==> src/rtl/gray_seq_gen_if.sv <==
// Control and code bus of the Gray-code sequence source.
// Master drives the controls, slave returns the registered codes.
interface gray_seq_gen_if #(
  parameter int WIDTH = 4
);
  logic             en_pi;
  logic             modo_pi;
  logic             dir_pi;
  logic             paso_pi;
  logic             carga_pi;
  logic [WIDTH-1:0] codigo_bin_pi;
  logic [WIDTH-1:0] codigo_gray_po;
  logic [WIDTH-1:0] codigo_bin_po;
  logic             cambio_po;

  modport master (
    output en_pi, modo_pi, dir_pi,
    output paso_pi, carga_pi, codigo_bin_pi,
    input  codigo_gray_po, codigo_bin_po,
    input  cambio_po
  );

  modport slave (
    input  en_pi, modo_pi, dir_pi,
    input  paso_pi, carga_pi, codigo_bin_pi,
    output codigo_gray_po, codigo_bin_po,
    output cambio_po
  );
endinterface

==> src/rtl/gray_seq_gen.sv <==
// Gray-code sequence source: prescaled or single-step
// up/down counter with parallel load and registered Gray output.
module gray_seq_gen #(
  parameter int WIDTH    = 4,
  parameter int TICK_DIV = 27_000_000
) (
  input  logic         clk_pi,
  input  logic         rst_pi,
  gray_seq_gen_if.slave io
);
  localparam int PW = $clog2(TICK_DIV);
  localparam logic [PW-1:0] PMAX = PW'(TICK_DIV - 1);

  logic [PW-1:0]    pre;
  logic [PW-1:0]    pre_nxt;
  logic             s1;
  logic             s2;
  logic             s3;
  logic [WIDTH-1:0] bin;
  logic [WIDTH-1:0] gray;
  logic [WIDTH-1:0] bin_nxt;
  logic             cambio;
  logic             tick;
  logic             step;
  logic             adv;
  logic             ld;
  logic             up;
  logic             dn;

  assign tick = io.en_pi & io.modo_pi & (pre == PMAX);
  assign step = io.en_pi & ~io.modo_pi & s2 & ~s3;
  assign adv  = tick | step;
  // Load wins; a coinciding tick or step is dropped.
  assign ld   = io.carga_pi;
  assign up   = ~io.carga_pi & adv & ~io.dir_pi;
  assign dn   = ~io.carga_pi & adv & io.dir_pi;

  always_comb begin
    bin_nxt = bin;
    unique case (1'b1)
      ld:      bin_nxt = io.codigo_bin_pi;
      up:      bin_nxt = bin + WIDTH'(1);
      dn:      bin_nxt = bin - WIDTH'(1);
      default: bin_nxt = bin;
    endcase
  end

  always_comb begin
    pre_nxt = pre + PW'(1);
    if (io.carga_pi || !io.en_pi ||
        !io.modo_pi || pre == PMAX)
      pre_nxt = '0;
  end

  // Sync flops reset high so a held button gives no edge.
  always_ff @(posedge clk_pi) begin
    if (!rst_pi) begin
      s1     <= 1'b1;
      s2     <= 1'b1;
      s3     <= 1'b1;
      pre    <= '0;
      bin    <= '0;
      gray   <= '0;
      cambio <= 1'b0;
    end else begin
      s1     <= io.paso_pi;
      s2     <= s1;
      s3     <= s2;
      pre    <= pre_nxt;
      bin    <= bin_nxt;
      gray   <= bin_nxt ^ (bin_nxt >> 1);
      cambio <= ld | adv;
    end
  end

  assign io.codigo_bin_po  = bin;
  assign io.codigo_gray_po = gray;
  assign io.cambio_po      = cambio;
endmodule

==> src/flat_wrapper.sv <==
// flat-port wrapper written by rule: the top's interface ports become plain ports
module gray_seq_gen_flat 
#(
  parameter int WIDTH    = 4,
  parameter int TICK_DIV = 27_000_000
)
  (clk_pi, rst_pi, io_en_pi, io_modo_pi, io_dir_pi, io_paso_pi, io_carga_pi, io_codigo_bin_pi, io_codigo_gray_po, io_codigo_bin_po, io_cambio_po);
  gray_seq_gen_if #(.WIDTH(WIDTH)) io_i ();
  input  logic clk_pi;
  input  logic rst_pi;
  input wire logic [$bits(io_i.en_pi)-1:0] io_en_pi;
  input wire logic [$bits(io_i.modo_pi)-1:0] io_modo_pi;
  input wire logic [$bits(io_i.dir_pi)-1:0] io_dir_pi;
  input wire logic [$bits(io_i.paso_pi)-1:0] io_paso_pi;
  input wire logic [$bits(io_i.carga_pi)-1:0] io_carga_pi;
  input wire logic [$bits(io_i.codigo_bin_pi)-1:0] io_codigo_bin_pi;
  output wire logic [$bits(io_i.codigo_gray_po)-1:0] io_codigo_gray_po;
  output wire logic [$bits(io_i.codigo_bin_po)-1:0] io_codigo_bin_po;
  output wire logic [$bits(io_i.cambio_po)-1:0] io_cambio_po;
  assign io_i.en_pi = io_en_pi;
  assign io_i.modo_pi = io_modo_pi;
  assign io_i.dir_pi = io_dir_pi;
  assign io_i.paso_pi = io_paso_pi;
  assign io_i.carga_pi = io_carga_pi;
  assign io_i.codigo_bin_pi = io_codigo_bin_pi;
  assign io_codigo_gray_po = io_i.codigo_gray_po;
  assign io_codigo_bin_po = io_i.codigo_bin_po;
  assign io_cambio_po = io_i.cambio_po;
  gray_seq_gen #(.WIDTH(WIDTH), .TICK_DIV(TICK_DIV)) u_core (.clk_pi(clk_pi), .rst_pi(rst_pi), .io(io_i));
endmodule
==> config.mk <==
export PLATFORM = sky130hd
export DESIGN_NAME = gray_seq_gen_flat
export DESIGN_NICKNAME = d
export VERILOG_FILES = /design/src/rtl/gray_seq_gen_if.sv /design/src/rtl/gray_seq_gen.sv /design/src/flat_wrapper.sv
export SDC_FILE = /design/constraint.sdc
export NUM_CORES = 1
export LEC_CHECK = 0
export BUFFER_PORTS_ARGS = -buffer_cell sky130_fd_sc_hd__buf_2
export CORE_MARGIN = 3
export CORE_UTILIZATION = 50
export DETAILED_ROUTE_END_ITERATION = 10
export PLACE_DENSITY = 0.67
export SLEW_MARGIN = 20
export SYNTH_ARGS = -nofsm -noshare
export SYNTH_HDL_FRONTEND = slang
export SYNTH_SLANG_ARGS = --single-unit
==> constraint.sdc <==
create_clock -name clk_pi -period 5.9 [get_ports clk_pi]
set_input_delay 0.59 -clock clk_pi [delete_from_list [all_inputs] [get_ports clk_pi]]
set_output_delay 0.59 -clock clk_pi [all_outputs]
set_load 0.02 [all_outputs]
### Yosys cells after proc, flatten, opt, wreduce, memory -nomap -nowiden

Index checks and enable logic that the tools add are counted.

| operators by class | value |
|---|---|
| add/sub/neg operators | 3 |
| equal/unequal tests | 1 |
| mux-type cells | 1 |
| bitwise logic cells | 16 |
| reduce and logical (&&, ||, !) cells | 6 |

Operators with widths:

| cell | number |
|---|---|
| adder 25 x 1 -> 25 bit, second input constant | 1 |
| equality test 25 bit, second input constant | 1 |
| case mux 4 bit (3 select lines) | 1 |
| AND 1 bit | 8 |
| NOT 1 bit | 5 |
| adder 4 x 1 -> 4 bit, second input constant | 1 |
| subtractor 4 x 1 -> 4 bit, second input constant | 1 |
| XOR 4 x 3 -> 4 bit | 1 |
| logical OR 1 bit | 3 |
| logical NOT 1 bit | 2 |
| bitwise OR 1 bit | 2 |
| OR reduction 2 bit | 1 |

| word-level totals | value |
|---|---|
| register bits after elaboration | 37 |
| input bits | 11 |
| output and inout port bits | 9 |

### Longest topological paths before layout

| logic depth | value |
|---|---|
| depth in word-level cells | 9 |
| gate-level depth with buffers | 13 |
| gate-level depth less buffers | 13 |

### Worst setup path after synthesis

OpenSTA, ideal clock, no wires.

| path | value |
|---|---|
| kind | register to register |
| start | register u_core.pre[6] |
| end | register u_core.gray[2] (netlist: u_core.io.codigo_gray_po[2]) |
| arrival | 3,083 ps |
| required time | 5,785 ps |
| slack | 2,703 ps |
| stages on the path, launching flop included | 13 |
| path buffers | 0 |
| clock period less this slack | 3,197 ps |
| cell sequence | dfxtp_1 or4_4 or4_4 o21ai_4 nand3_1 xnor2_1 ha_1 nor2_1 a21oi_1 o311ai_0 nor3_1 xnor2_1 o21a_1 |

| on the way | value |
|---|---|
| cells in the longest elaborated chain, start to end | 7 |
| elaborated cells on any way between the ends | 8 |
| those cells by class | 1 x eq/ne; 1 x mux; 6 x bitwise |

Ends and longest elaborated chain:

| what | line | RTL |
|---|---|---|
| from (decl) | gray_seq_gen.sv:14 | `logic [PW-1:0] pre;` |
| from (signal assigned) | gray_seq_gen.sv:69 | `pre <= pre_nxt;` |
| equality test 25 bit (*) | gray_seq_gen.sv:30 | `assign tick = io.en_pi & io.modo_pi & (pre == PMAX);` |
| AND 1 bit (*) | gray_seq_gen.sv:30 |  |
| bitwise OR 1 bit (*) | gray_seq_gen.sv:32 | `assign adv = tick \| step;` |
| AND 1 bit (*) | gray_seq_gen.sv:35, gray_seq_gen.sv:36 |  |
| AND 1 bit, on equally long branches | gray_seq_gen.sv:36, gray_seq_gen.sv:35 |  |
| case mux 4 bit (3 select lines) (*) | gray_seq_gen.sv:40 | `unique case (1'b1)` |
| XOR 4 x 3 -> 4 bit (*) | gray_seq_gen.sv:71 | `gray <= bin_nxt ^ (bin_nxt >> 1);` |
| to (signal assigned) | gray_seq_gen.sv:71 |  |
| to (decl) | gray_seq_gen.sv:20 | `logic [WIDTH-1:0] gray;` |

Mark *: on every way between the ends. The rest lies on a longest branch, timed or not.
A chain may end at the register's enable or synchronous reset.

### Final worst setup path

Ends and elaborated chain as after synthesis.

==> flow_metrics.tcl <==
set metrics [dict create \
    relSlewSlack 0.3346 \
    required_ns 6.16 \
    wire_per_inst_um 13.45 \
    drive_above_1_share 0.1588 \
    htree_levels 2 \
    start_util 0.5282 \
    skew_ns 0.01129 \
    cts_resized 0 \
    rsz0062_at_grt "no" \
    holdPathStages 1 \
    antenna_cells 0 \
    cp-start-kind "register" \
    synthesis.nets 224 \
    arrival_ns 3.67 \
    worst_pin_slew_ns 0.9951 \
    synthAdderAreaFrac 0.01387 \
    root_buffer "clkbuf_4" \
    synth-compound-area-share 0.09362 \
    vias 1557 \
    layout_common_cells "nor2_1 (38), dfxtp_1 (36), buf_2 (19)" \
    hold_violations 0 \
    first_iter_violations 109 \
    grt_max_degree 26 \
    timing.critical_path.to_type "register" \
    ios 20 \
    synth_seq_cells 36 \
    synth-edff-count 0 \
    grt_pass1_wl_um 6444 \
    vias_per_cell 5.581 \
    cts_buffers 5 \
    muxShareOfSynthArea 0.01110 \
    grt_pass1_vias 1513 \
    post_cts_buffers 0 \
    layoutNonFillerInstCount 279 \
    drtPass1Iterations 4 \
    setup-violations-final 0 \
    fin_ws_ns 2.489 \
    die_area_mm2 0.004365 \
    place_hpwl_um 2772 \
    route.detailed.drc 0 \
    synth_seq_area_share 0.3994 \
    layout_commonest_cell "nor2_1" \
    dpl.cell_count 271 \
    timing.final.crit_period_ns 3.411 \
    p_leak_nw 0.6744 \
    peakVddDrop_uv 143.4 \
    place_area_mm2 0.001927 \
    design_area_mm2 0.001986 \
    final.setup.tns_ns 0 \
    pre_cts_ws_ns 2.514 \
    worstSetupPathType "register to register" \
    routabilityCongestion 0.8785 \
    cts_tree "done" \
    synth.avg_cell_area_um2 8.551 \
    max-clock-path-buffers 2 \
    wl_um 3753 \
    overflow 0 \
    async_reset_ff_frac 0 \
    status "completed" \
    synthToLayoutAreaGrowth_pct 10.06 \
    detail-route-antenna-nets 0 \
    drv_slew 0 \
    period_share 0.5781 \
    io_buffers 19 \
    hold_class "register to register" \
    synth_top_family_by_area "simple AND/OR/NAND/NOR gates" \
    synth_ff_type "dfxtp_1" \
    grt_usage 0.1916 \
    ys_types 47 \
    clk_latency_ns 0.35 \
    reg2reg_depth 12 \
    antenna_found_initial 0 \
    synthXorXnorAreaFrac 0.1214 \
    die_y_um 66.07 \
    numClockSinks 36 \
    synth_area_mm2 0.001804 \
    powerDensity_mw_per_mm2 225.2 \
    fmax_ghz 0.2932 \
    rows 21 \
    max-cap-violations 0 \
    netlist_instances 211 \
    core_mm2 0.003416 \
    layout.nets 245 \
    crit_fanout 6 \
    die_x_um 66.07 \
    cts_hold_buf 0 \
    clk_pin_slew_worst_paths_ns 0.11 \
    synth-simple-area-share 0.3273 \
    synth_warnings 0 \
]
routing by layer:
metal / up-vias / GRT usage / routed length, µm
met3: 9 / 0.04082 / 193
met5: - / 0 / 0
met4: 0 / 0.1041 / 86
met1: 724 / 0.2160 / 1623
met2: 47 / 0.3342 / 1850
li1: 777 / - / -
area by class of cell:
class                      instances  area (µm²)
multi-input combinational        162        1023
tap                               46       57.56
sequential                        36       720.7
fill                             334        1430
inverter                           8       30.03
clock buffer                       8       58.81
timing repair buffer              19       95.09
worst max-delay path, cell delays in order (launching register included):
cell and delay (ns):
dfxtp_1 0.37, or4_4 0.55, or4_4 0.54, o21ai_4 0.20, nand3_1 0.12, xnor2_1 0.14
ha_1 0.19, nor2_1 0.14, a21oi_1 0.10, o311ai_0 0.51, nor3_1 0.12, xnor2_1 0.15
o21a_1 0.17
path summary, 6_finish.rpt:
| check | from | end | slack, ns |
|---|---|---|---|
| max | u_core.pre[6] | u_core.io.codigo_gray_po[2] | 2.49 |
| min | u_core.s1 | u_core.s2 | 0.43 |
| max reg2reg | u_core.pre[6] | u_core.io.codigo_gray_po[2] | 2.49 |
| min reg2reg | u_core.s1 | u_core.s2 | 0.43 |
registers in the layout, indices dropped and copies added (netlist names):
signal and flops:
u_core.s1 1, u_core.s3 1, u_core.io.cambio_po 1, u_core.io.codigo_gray_po 4, u_core.io.codigo_bin_po 3, u_core.s2 1, u_core.pre 25
synth_stat cells, types with 3 or more instances:
cell      instances  share of area
nor2b_1           4          0.014
nor3_1            8          0.022
nand2b_1          5          0.017
clkbuf_1          3         0.0062
xor2_1            8          0.039
nand2_1          16          0.033
dfxtp_1          36           0.40
nand4_1           8          0.028
xnor2_1          17          0.083
inv_1             8          0.017
nand3_1           9          0.025
a21oi_1           8          0.022
a31oi_1           3          0.010
nor2_1           38          0.079
stage by stage:
step	hold slack, ns	util	power, mW
floorplan	0.3863	-	0.2961
global placement	0.4001	0.5641	0.3104
detailed placement	0.3926	0.5641	0.3122
CTS	0.4237	0.5813	0.4484
global route	0.4446	0.5813	0.4636
finish	0.4275	0.5813	0.4472
cell families (layout without fill, tap and decap cells):
kind of cell    count (synthesis)  count (layout)
buf+inv                        13              35
xor+xnor                       25              25
compound gates                 23              23
fa+ha+maj                       2               2
flops                          36              36
simple gates                  110             110
mux                             2               2
report_power, final:
group | internal, mW | switching [mW]
clock | 0.0588 | 0.0817
sequential | 0.249 | 0.00565
combinational | 0.0214 | 0.0305
(Power assumes the default switching activity.)
